$ cat config.mk
export PLATFORM = sky130hd
export DESIGN_NAME = gray_enc_arbiter
export DESIGN_NICKNAME = d
export VERILOG_FILES = /design/src/rtl/gray_pkg.sv /design/src/rtl/gray_enc_core.sv /design/src/rtl/gray_enc_arbiter.sv
export SDC_FILE = /design/constraint.sdc
export NUM_CORES = 1
export LEC_CHECK = 0
export ABC_AREA = 1
export CORE_UTILIZATION = 35
export CTS_BUF_LIST = sky130_fd_sc_hd__clkbuf_4
export DETAILED_ROUTE_END_ITERATION = 16
export DONT_BUFFER_PORTS = 1
export PLACE_DENSITY = 0.51
export SLEW_MARGIN = 10
export SYNTH_ARGS = -nofsm -noshare
export SYNTH_HDL_FRONTEND = slang
export SYNTH_SLANG_ARGS = --single-unit
export TNS_END_PERCENT = 50
$ cat constraint.sdc
create_clock -name clk -period 1.4 [get_ports clk]
set_input_delay 0.14 -clock clk [delete_from_list [all_inputs] [get_ports clk]]
set_output_delay 0.14 -clock clk [all_outputs]
set_load 0.01 [all_outputs]
$ cat src/rtl/gray_pkg.sv
// gray_pkg: shared default widths, requester id type and the binary-to-Gray function.
package gray_pkg;
  localparam int W_DEF = 10;
  localparam int CW_DEF = 8;
  typedef logic req_id_t;
  function automatic logic [31:0] bin2gray(input logic [31:0] bin);
    return bin ^ (bin >> 1);
  endfunction
endpackage

$ cat src/rtl/gray_enc_core.sv
// gray_enc_core: purely combinational W-bit binary-to-Gray encoder (W <= 32).
module gray_enc_core
  import gray_pkg::*;
#(
  parameter int W = W_DEF
) (
  input  logic [W-1:0] bin_i,
  output logic [W-1:0] gray_o
);
  assign gray_o = W'(bin2gray(32'(bin_i)));
endmodule

$ cat src/rtl/gray_enc_arbiter.sv
// gray_enc_arbiter: round-robin arbiter for two requesters sharing one Gray encoder,
// with a registered, id-tagged result and saturating per-requester accept counters.
module gray_enc_arbiter
  import gray_pkg::*;
#(
  parameter int W  = W_DEF,
  parameter int CW = CW_DEF
) (
  input  logic          clk,
  input  logic          rst,
  input  logic          req0_valid,
  input  logic [W-1:0]  req0_bin,
  output logic          req0_ready,
  input  logic          req1_valid,
  input  logic [W-1:0]  req1_bin,
  output logic          req1_ready,
  output logic          out_valid,
  output logic [W-1:0]  out_gray,
  output req_id_t       out_id,
  input  logic          out_ready,
  output logic [CW-1:0] acc_cnt0,
  output logic [CW-1:0] acc_cnt1
);
  logic          space, grant0, grant1, acc0, acc1;
  logic [W-1:0]  enc_bin, enc_gray;
  logic          valid_q, valid_d;
  logic [W-1:0]  gray_q, gray_d;
  req_id_t       id_q, id_d, last_q, last_d;
  logic [CW-1:0] cnt0_q, cnt0_d, cnt1_q, cnt1_d;
  assign space      = ~valid_q | out_ready;
  // Under contention the requester that did not win last time is granted.
  assign grant0     = req0_valid & (~req1_valid | last_q);
  assign grant1     = req1_valid & (~req0_valid | ~last_q);
  assign req0_ready = grant0 & space;
  assign req1_ready = grant1 & space;
  assign acc0       = req0_valid & req0_ready;
  assign acc1       = req1_valid & req1_ready;
  assign enc_bin    = grant1 ? req1_bin : req0_bin;
  gray_enc_core #(.W(W)) u_enc (
    .bin_i (enc_bin),
    .gray_o(enc_gray)
  );
  always_comb begin
    valid_d = (acc0 | acc1) | (valid_q & ~out_ready);
    gray_d  = (acc0 | acc1) ? enc_gray : gray_q;
    id_d    = (acc0 | acc1) ? acc1 : id_q;
    last_d  = (acc0 | acc1) ? acc1 : last_q;
    cnt0_d  = (acc0 & ~&cnt0_q) ? cnt0_q + CW'(1) : cnt0_q;
    cnt1_d  = (acc1 & ~&cnt1_q) ? cnt1_q + CW'(1) : cnt1_q;
  end
  always_ff @(posedge clk) begin
    if (rst) begin
      valid_q <= 1'b0;
      gray_q  <= '0;
      id_q    <= 1'b0;
      last_q  <= 1'b1;
      cnt0_q  <= '0;
      cnt1_q  <= '0;
    end else begin
      valid_q <= valid_d;
      gray_q  <= gray_d;
      id_q    <= id_d;
      last_q  <= last_d;
      cnt0_q  <= cnt0_d;
      cnt1_q  <= cnt1_d;
    end
  end
  assign out_valid = valid_q;
  assign out_gray  = gray_q;
  assign out_id    = id_q;
  assign acc_cnt0  = cnt0_q;
  assign acc_cnt1  = cnt1_q;
endmodule

Yosys cells after proc, flatten, opt, wreduce, memory -nomap -nowiden:

Cells that the tools add are included.

* add/sub/neg operators: 2
* multiplexer cells: 1
* bitwise logic cells: 20
* reduce and logical (&&, ||, !) cells: 4

Operators with widths (count)
* $add 8x1->8 const B: 2
* $reduce_and 8->1: 2
* $mux 10: 1
* $xor 10x9->10: 1
* $and 1x1->1: 9
* $not 1->1: 5
* $or 1x1->1: 5
* $logic_not 1->1: 2

* bits in registers: 29
* input port bits: 25
* output and inout bits: 30
* word-level logic and storage cells: 33

Logic depth before layout (Yosys ltp):

* depth in word-level cells: 7
* gate-level depth with buffers: 9

Cells and area by module:

A second synthesis with hierarchy kept.

* cell total of the unflattened synthesis: 274
* area, all modules: 1707.9 um^2

Modules (own cells, without submodules)
* gray_enc_arbiter: times used 1, cells an instance 236, area an instance 1561.5 um^2, sequential area each 580.6 um^2
* gray_enc_core: times used 1, cells an instance 38, area an instance 146.4 um^2, sequential area each 0.0 um^2

Least setup slack after synthesis:

Ideal clock, no wire load.

* path type: reg2reg
* from: register cnt1_q[0], in the netlist acc_cnt1[0]
* to: register cnt1_q[1], in the netlist acc_cnt1[1]
* data arrival time: 1.217 ns
* required time: 1.284 ns
* path slack: 0.067 ns
* stages on the path, launching flop included: 9
* clock period less this slack: 1.333 ns
* cell sequence: dfxtp_1 ha_1 nand2_1 nor2_1 nand2_1 nand2_4 inv_2 nor2_1 nor2_1

* cells in the longest elaborated chain, start to end: 3

RTL lines
* start, declared: RTL line gray_enc_arbiter.sv:29 `logic [CW-1:0] cnt0_q, cnt0_d, cnt1_q, cnt1_d;`
* start signal, assigned: RTL line gray_enc_arbiter.sv:65 `cnt1_q <= cnt1_d;`
* parallel branches: the longest is 3 deep, another holds $add 8x1->8

Parallel ways; which one is timed is not known.
A chain may end at the register's enable or synchronous reset.

Final worst setup path:

* from: register last_q
* to: output port req1_ready

* cells in the longest elaborated chain, start to end: 4

RTL lines
* start, declared: RTL line gray_enc_arbiter.sv:28 `req_id_t id_q, id_d, last_q, last_d;`
* start signal, assigned: RTL line gray_enc_arbiter.sv:63 `last_q <= last_d;`
* $not 1->1: RTL line gray_enc_arbiter.sv:33 `assign grant1 = req1_valid & (~req0_valid | ~last_q);`
* $or 1x1->1: RTL line gray_enc_arbiter.sv:33
* $and 1x1->1: RTL line gray_enc_arbiter.sv:33
* $and 1x1->1: RTL line gray_enc_arbiter.sv:35 `assign req1_ready = grant1 & space;`
* end, declared: RTL line gray_enc_arbiter.sv:16 `output logic req1_ready,`

Every way passes these cells.

==> metrics.yaml <==
yosys:
  synthesis.nets: 349
  synth_top_area_share_pct: 30.4
  syn-mean-instance-area_sq_um: 5.93
  ys_warn_count: 0
  synth_common_cells: "nand2_1 (120), inv_1 (52), nor2_1 (31)"
  synth_cell_types: 24
  syn_area_sq_um: 1910
  synth_most_common_cell: "nand2_1"
  ys_async_sr_fraction_pct: 0
  synth-edff-count: 0
  seq_area_frac_synth_pct: 30.4
  yosys_register_bits: 29
  ys.flop_type: "dfxtp_1"
  netlist_top_cells_area: "dfxtp_1 (30%), nand2_1 (24%), inv_1 (10%), nand3_1 (7.9%), nand3b_1 (6.7%)"
  synth_cells: 322
  synth_area_leader_cell: "dfxtp_1"
sta:
  grt_setup_unrepaired: "true"
  slew_viol_final: 0
  finalHoldViolCount: 0
  worst_pin_slew_ns: 0.396
  relSlewSlack_pct: 73.5
  clock_skew_ns: 0.00843
  setup_viol: 0
  fin_crit_sh_pct: 97.3
  fmax_mhz: 734
  period_minus_slack_ns: 1.36
min_path:
  min_path_cells: 3
  hp-class: "input port to flip-flop"
worst_setup_path:
  cp-start-kind: "flip-flop"
  critPathRequiredTime_ns: 1.26
  crit_fanout: 5
  endpoint_kind: "primary output"
  cp.arrival_ns: 1.22
  crit_type: "flip-flop to primary output"
  ff2ff_path_depth: 9
floorplanning:
  die_x_microns: 75.9
  fp.dieArea_sq_um: 5760
  die_h_microns: 75.9
  core_region_area_sq_um: 5170
  start_util_pct: 36.9
  rows: 26
  ioPinCount: 55
finish:
  antenna_cells: 0
  nets: 378
  drive_gt1_share_pct: 17.0
  area_growth_pct: 20.4
  fill_cells: 575
  finalInstanceArea_sq_um: 2300
drt:
  drt_iter0_drc: 59
  num_vias: 1932
  dr.pass1.iters: 4
  wire_per_inst_microns: 11.2
  final_antenna_net_count: 0
  drt_wl_total_microns: 4720
  drc: 0
  viasPerCell: 4.58
placement:
  hpwl_microns: 3540
  dpl_cell_area_sq_um: 2150
  place_congestion: 0.770
  port_buffers: 0
global_routing:
  grt_pass1_wl_microns: 7530
  grt.busiest_layer: "met2"
  use_met1_pct: 21.6
  grt_overflow: 0
  gr-usage-met3_pct: 6.22
  grt_pass1_vias: 1678
  met2_usage_pct: 27.9
  grt_max_degree: 22
  antenna_found_initial: 0
  track_usage_pct: 17.5
clock_tree:
  clk_path_buf_depth: 2
  clk_transition_reported_paths_ns: 0.09
  cts_tree: "built"
  h-tree-depth: 2
  clk_latency_ns: 0.32
  clk_root_buffer_cell: "clkbuf_4"
  cts_num_sinks: 29
  cts_inserted_buffers: 5
power:
  p_leak_nw: 1.22
  power.total_mw: 1.95
  powerDensity_nw_per_um2: 846
  peakVddDrop_mv: 0.534
flow_run:
  max_cap_viol_count: 0
run_status:
  status: "finished clean"
## worst max-delay path: stages (launching register included)
cell and delay (ns):
dfxtp_2 0.33, nand2_2 0.13, nand2_2 0.11, nor2_4 0.18
buf_4 0.15
## what timing repair did
item,CTS,global route
resized for setup,5,14
gates cloned,0,0
hold endpoints to repair,8,0
buffers inserted,0,4
pin swaps,0,3
hold buffers,1,0
setup endpoints to repair,4,26
## cells in the final DEF (no fill, tap or decap), types with 2 or more instances in the layout
master / synthesis / layout
nand2_1: 120 / 115
inv_1: 52 / 52
buf_4: 3 / 30
nand3_1: 30 / 29
nor2_1: 31 / 28
dfxtp_1: 29 / 25
nand3b_1: 17 / 17
a21oi_1: 8 / 8
clkbuf_4: 0 / 8
o21ai_0: 7 / 6
nand2_2: 1 / 5
xor2_1: 4 / 4
dfxtp_2: 0 / 4
nor2_4: 1 / 3
nor2_2: 1 / 2
nand3_2: 1 / 2
nand2_4: 1 / 2
nand4_1: 2 / 2
## power by group
group          switching (mW)  internal (mW)  leakage, nW  total, mW
Combinational           0.266          0.196        0.946      0.462
Sequential             0.0522          0.882        0.238      0.934
Clock                   0.292          0.258       0.0368      0.550
Total                   0.610           1.34         1.22       1.95
## layer usage
layer	vias up	part of all wire, %
met5	-	0
met3	4	6.8
met4	0	0.93
met1	851	47
met2	36	46
li1	1041	-
## state kept, by name (all words and copies together), names as in the netlist
signal and count:
last_q 1, acc_cnt0 8, acc_cnt1 8, out_id 1
out_gray 10, out_valid 1
## metrics by stage
| stage | setup slack (ns) | instances | hold WS (ns) | setup TNS [ns] | utilization [%] |
|---|---|---|---|---|---|
| finish | 0.0382 | 422 | 0.0616 | 0 | 44.5 |
| CTS | -0.00600 | 418 | 0.0521 | -0.00600 | 43.2 |
| detailed placement | -0.00138 | 409 | 0.214 | -0.00247 | 41.5 |
| global placement | 0.0407 | 409 | 0.212 | 0 | 41.5 |
| floorplan | 0.0670 | 322 | 0.380 | 0 | - |
| global route | -0.0567 | 422 | 0.0827 | -0.346 | 44.5 |
## area by class of cell
type                       count  area, sq um  area share, %
sequential                    29          586           25.5
tap                           70         87.6           3.81
multi-input combinational    229         1100           47.9
clock buffer                   8         60.1           2.61
timing repair buffer          33          267           11.6
inverter                      53          199           8.65
## logic make-up after synthesis
kind of cell / count (synthesis) / share of synthesized area (%)
xor gates and xnor gates: 5 / 2.29
and+or+nand+nor: 206 / 47.5
adders and majority gates: 2 / 1.31
AOI/OAI and AO/OA: 16 / 4.32
DFF: 29 / 30.4
buffers and inverters: 64 / 14.2
## path summary, 6_finish.rpt
check        slack, ns                        to                startpoint
max               0.04                req1_ready       last_q$_SDFFE_PP1P_
min               0.06      out_valid$_SDFF_PP0_                 out_ready
min reg2reg       0.49  acc_cnt1[2]$_SDFFE_PP0P_  acc_cnt1[2]$_SDFFE_PP0P_
max reg2reg       0.09  acc_cnt1[0]$_SDFFE_PP0P_       last_q$_SDFFE_PP1P_
Note: power is estimated with default switching activity, not from simulation.
==> RTL edit 1 (same flow settings) <==
`W_DEF`: 10 -> 20.
--- a/src/rtl/gray_pkg.sv
+++ b/src/rtl/gray_pkg.sv
@@ -1,5 +1,5 @@
 // gray_pkg: shared default widths, requester id type and the binary-to-Gray function.
 package gray_pkg;
-  localparam int W_DEF = 10;
+  localparam int W_DEF = 20;
   localparam int CW_DEF = 8;
   typedef logic req_id_t;
Ports: changed (resized out_gray, req0_bin and req1_bin); port bits go from 55 to 85. No check against the original RTL was run, so the function may have changed too.
==> RTL edit 1 against the unedited design <==
The flow now finishes with violations (setup timing); power is 37% higher; first-iteration DRC count up 32%; largest power group unchanged; critical endpoint unchanged; non-clock buffer count increased by 4; sequential cell count is 10 higher; synthesized area is 46% higher; sequential share of layout area fell by 1.5 points; setup slack got worse by 0.047 ns; cell area is 43% higher; routed wire length up 55%.
==> RTL edit 1: results (changes against the unedited design) <==
Global route
  • Largest net degree at the start of global routing: 42 (+91%)
  • Vias in the first global route: 2637 (+57%)
  • First-pass GRT wire length: 12300 um (+63%)
  • Met1 usage: 22.7% (+1.1 points)
  • Overall routing resource usage: 18.2% (+0.69 points)
  • Initial antenna violation count: 0 (unchanged)
  • Met3 usage: 5.78% (-0.44 points)
  • Grt met2 use: 30.0% (+2.1 points)

Clock network
  • Skew-Pair Late Insertion Delay: 0.35 ns (+0.03 ns)
  • Postcts setup bufs: 0 (unchanged)
  • Post-CTS sizing: 6 (+1)
  • H-tree depth: 2 (unchanged)
  • Worst-path clk slew: 0.13 ns (+0.04 ns)
  • Total CTS buffers: 5 (unchanged)
  • Root Driver: clkbuf_4

Drt
  • Top layer in use: met4
  • Vias: 2832 (+47%)
  • Wire length on met3: 576 um (+81%)
  • Met2 wire length: 3290 um (+53%)
  • Wire per inst: 11.9 um (+6.8%)
  • Router iterations before antenna repair: 4 (unchanged)
  • Met1 WL: 3380 um (+54%)
  • First DRT Iteration DRCs: 78 (+32%)

Yosys
  • Commonest cells in the netlist: 200 x nand2_1, 77 x inv_1, 52 x nand3_1
  • Mapped Cells: 489 (+52%)
  • Net count after synthesis: 536 (+54%)
  • Synth async-reset ratio: 0% (unchanged)
  • Synth top area cells: dfxtp_1 28%, nand2_1 27%, inv_1 10%
  • Netlist cell types: 20 (-17%)
  • Sequential share of the synthesized area: 28.0% (-2.4 points)

Final layout
  • Layout cells sized above 1: 13.3% (-3.8 points)
  • Max reg flops: 20 (+10)
  • Multi-input logic area: 1690 um2 (+53%)
  • Layout Nets: 558 (+48%)
  • Final non-filler cell total: 614 (+45%)
  • Fill cells: 833 (+45%)

Outcome
  • Status: complete, but fails checks
  • Failing checks: setup timing

Power and ir drop
  • Leakage: 1.84 nW (+51%)
  • Switching Fraction: 35.0% (+3.7 points)
  • Worst vdd ir: 352 uV (-34%)

Min path
  • Hold Startpoint: req0_valid
  • HP Class: in -> reg

Setup path
  • R2R Path Start: last_q
  • Worst path arrival time: 1.27 ns (+0.05 ns)
  • CP Max Fanout: 4 (-1)

Timing
  • Rel. slew slack: 68.5% (-5.0 points)
  • Setup WS post-layout: -0.00852 ns (-0.0468 ns)
  • Endpoints failing setup: 1 (+1)
  • Setup TNS: -0.00852 ns (-0.00852 ns)
  • Setup Skew: 0.0179 ns (+0.00944 ns)

Place
  • DP Area: 3090 um2 (+44%)
  • GPL Wtd Cong: 0.751 (-2.5%)
  • Placed insts: 602 (+47%)
  • Detailed Place HPWL: 5370 um (+52%)

Flow run
  • # Max-Cap Violations: 0 (unchanged)
==> RTL edit 1: cell type report <==
| type | count | share of cell area (%) |
|---|---|---|
| clock buffer | 6 | 1.37 |
| clock inverter | 2 | 0.381 |
| inverter | 79 | 9.03 |
| multi-input combinational | 349 | 51.3 |
| sequential | 39 | 24.0 |
| tap | 102 | 3.88 |
| timing repair buffer | 37 | 10.1 |
==> RTL edit 1: kinds of logic after synthesis <==
group	share of synthesized area, %
and+or+nand+nor	51.5
buffers and inverters	14.8
DFF	28.0
AOI/OAI and AO/OA	2.96
xor gates and xnor gates	1.88
adders and majority gates	0.896
==> RTL edit 1: final timing paths <==
kind / endpoint / slack (ns) / depth (start not counted)
setup / recovery: req1_ready / -0.009 / 5
hold / removal: last_q / 0.08 / 3
setup reg to reg: out_gray[18] / 0.04 / 9
hold reg to reg: out_id / 0.53 / 2
==> RTL edit 1: power by group through the flow <==
stage          Clock [W]  Combinational [W]  Sequential, W
5_1_grt         0.000700           0.000881        0.00132
6_report        0.000609           0.000761        0.00130
2_1_floorplan          0           0.000548        0.00131
4_1_cts         0.000640           0.000730        0.00130
3_3_place_gp           0           0.000715        0.00132
3_5_place_dp           0           0.000715        0.00133
==> RTL edit 1: worst max-delay path, cell delays in order, from the launching register on <==
cell,delay [ns]
dfxtp_2,0.36
nand2_4,0.10
nand2_4,0.08
nor2_4,0.16
buf_6,0.12
buf_6,0.09
==> RTL edit 1: per-stage QoR <==
step,setup WS [ns],power [W]
final,-0.00852,0.00267
after global placement,-0.0114,0.00204
after detailed placement,-0.0143,0.00204
after floorplan,0.0249,0.00186
after CTS,-0.0121,0.00267
after global routing,-0.0864,0.00290
==> RTL edit 2 (same flow settings) <==
Without the edit above. Put one more register stage on the output `acc_cnt0`, without a reset. The value now appears one clock later. The other outputs are not delayed to match.
--- a/src/rtl/gray_enc_arbiter.sv
+++ b/src/rtl/gray_enc_arbiter.sv
@@ -69,5 +69,7 @@
   assign out_gray  = gray_q;
   assign out_id    = id_q;
-  assign acc_cnt0  = cnt0_q;
+  always_ff @(posedge clk) begin
+    acc_cnt0 <= cnt0_q;
+  end
   assign acc_cnt1  = cnt1_q;
 endmodule
Formal check against the unedited RTL: not equivalent (Yosys sat finds a counterexample within 4 cycles, from zero or initial values and one cycle with rst high).
==> RTL edit 2 against the unedited design <==
Sequential cell count is 8 higher; final cell count stayed put; setup slack better by 0.031 ns; routed wire length is 5.5% higher; via count is 2.3% higher; first-iteration DRC count is 53% higher; core utilization is 0.33 points lower; non-clock buffer count is 7 lower; register-to-register slack worse by 0.02 ns; sequential share of layout area is 4.6 points higher; power is 33% higher; cell area is 7.6% higher; synthesized area is 8.4% higher; clock skew hardly changed.
==> RTL edit 2: results (changes against the unedited design) <==
Global route
  • Overall routing resource usage: 16.5% (-0.96 points)
  • Largest net degree at the start of global routing: 21 (-4.5%)
  • Vias in the first global route: 1760 (+4.9%)
  • First-pass GRT wire length: 8110 um (+7.7%)
  • Initial antenna violation count: 0 (unchanged)

Min path
  • HP Class: in -> reg
  • Hold Startpoint: out_ready

Timing
  • Setup Skew: 0.00845 ns (+0.0000257 ns)
  • Rel. slew slack: 77.1% (+3.5 points)
  • Setup TNS: 0 ns (unchanged)

Yosys
  • Sequential share of the synthesized area: 35.8% (+5.4 points)
  • Synth top area cells: dfxtp_1 36%, nand2_1 21%, inv_1 9.4%
  • Commonest cells in the netlist: 115 x nand2_1, 52 x inv_1, 37 x dfxtp_1
  • Primary FF master, synth: dfxtp_1
  • YS warnings: 0 (unchanged)
  • Netlist cell types: 24 (unchanged)
  • Synth async-reset ratio: 0% (unchanged)
  • Net count after synthesis: 353 (+1.1%)

Setup path
  • Worst setup path startpoint: acc_cnt1[0]
  • CP Max Fanout: 6 (+1)
  • Worst path arrival time: 1.61 ns (+0.39 ns)
  • Slowest stage delay, CP: 0.38 ns (+0.05 ns)
  • CP max stage cell: dfxtp_2
  • Crit-path leading delay family: simple AND/OR/NAND/NOR gates

Final layout
  • Max reg flops: 10 (unchanged)
  • Layout cells sized above 1: 14.9% (-2.2 points)
  • Layout Nets: 376 (-0.53%)
  • Ant diodes: 0 (unchanged)

Drt
  • Vias: 1977 (+2.3%)
  • Wire per inst: 11.8 um (+5.5%)
  • First DRT Iteration DRCs: 90 (+53%)
  • Router iterations before antenna repair: 4 (unchanged)

Clock network
  • Max clock buf depth: 2 (unchanged)
  • Worst-path clk slew: 0.12 ns (+0.03 ns)
  • H-tree depth: 2 (unchanged)
  • Skew-Pair Late Insertion Delay: 0.35 ns (+0.03 ns)
  • Postcts setup bufs: 0 (unchanged)
  • Post-CTS sizing: 1 (-4)
  • Number of hold buffers added after CTS: 1 (unchanged)
  • Total CTS buffers: 5 (unchanged)
  • Root Driver: clkbuf_4

Outcome
  • Status: finished, final reports clean

Place
  • Detailed Place HPWL: 3510 um (-0.85%)
  • GPL Wtd Cong: 0.778 (+1.1%)
  • Number of port buffers: 0 (unchanged)
  • Place WS: -0.0353 ns (-0.0340 ns)

Power and ir drop
  • Worst vdd ir: 447 uV (-16%)
  • Leakage: 1.28 nW (+4.9%)
RTL edit 2: cell families after synthesis:
| kind of cell | Yosys count | share of synthesized area (%) |
|---|---|---|
| AO/OA/AOI/OAI | 16 | 3.99 |
| adder cells (fa/ha/maj) | 2 | 1.21 |
| buffers and inverters | 63 | 12.6 |
| XOR/XNOR | 6 | 2.54 |
| flip-flops | 37 | 35.8 |
| AND/OR/NAND/NOR | 202 | 43.9 |
RTL edit 2: path summary, 6_finish.rpt:
kind	to	slack, ns	cells after the start
setup / recovery	acc_cnt1[4]	0.07	8
hold reg to reg	acc_cnt0[6]	0.40	0
hold / removal	out_valid	0.02	3
setup reg to reg	acc_cnt1[4]	0.07	8
RTL edit 2: cell type report:
| class | instances | area [um2] |
|---|---|---|
| Inverter | 53 | 201 |
| Timing Repair Buffer | 26 | 223 |
| Tap cell | 72 | 90.1 |
| Fill cell | 601 | 3130 |
| Clock buffer | 5 | 37.5 |
| Clock inverter | 3 | 68.8 |
| Multi-Input combinational cell | 226 | 1110 |
| Sequential cell | 37 | 744 |
RTL edit 2: layer usage:
metal	track usage, %	part of all wire [%]
met1	20.2	45
met2	26.8	46
met3	5.98	7.1
met4	5.45	1.4
met5	0	0
RTL edit 2: report_power, final:
group,total [W],internal [W],switching [W]
clock,0.000954,0.000562,0.000392
combinational,0.000454,0.000191,0.000263
sequential,0.00118,0.00112,0.0000639
RTL edit 2: through the flow:
step                      area, um2  std cells  hold slack (ns)  power (W)
after floorplan                2070        326            0.364    0.00151
after global placement         2250        407            0.212    0.00161
after detailed placement       2250        407            0.212    0.00161
after CTS                      2370        416           0.0333    0.00258
after global routing           2470        422           0.0125    0.00275
final                          2470        422           0.0215    0.00259
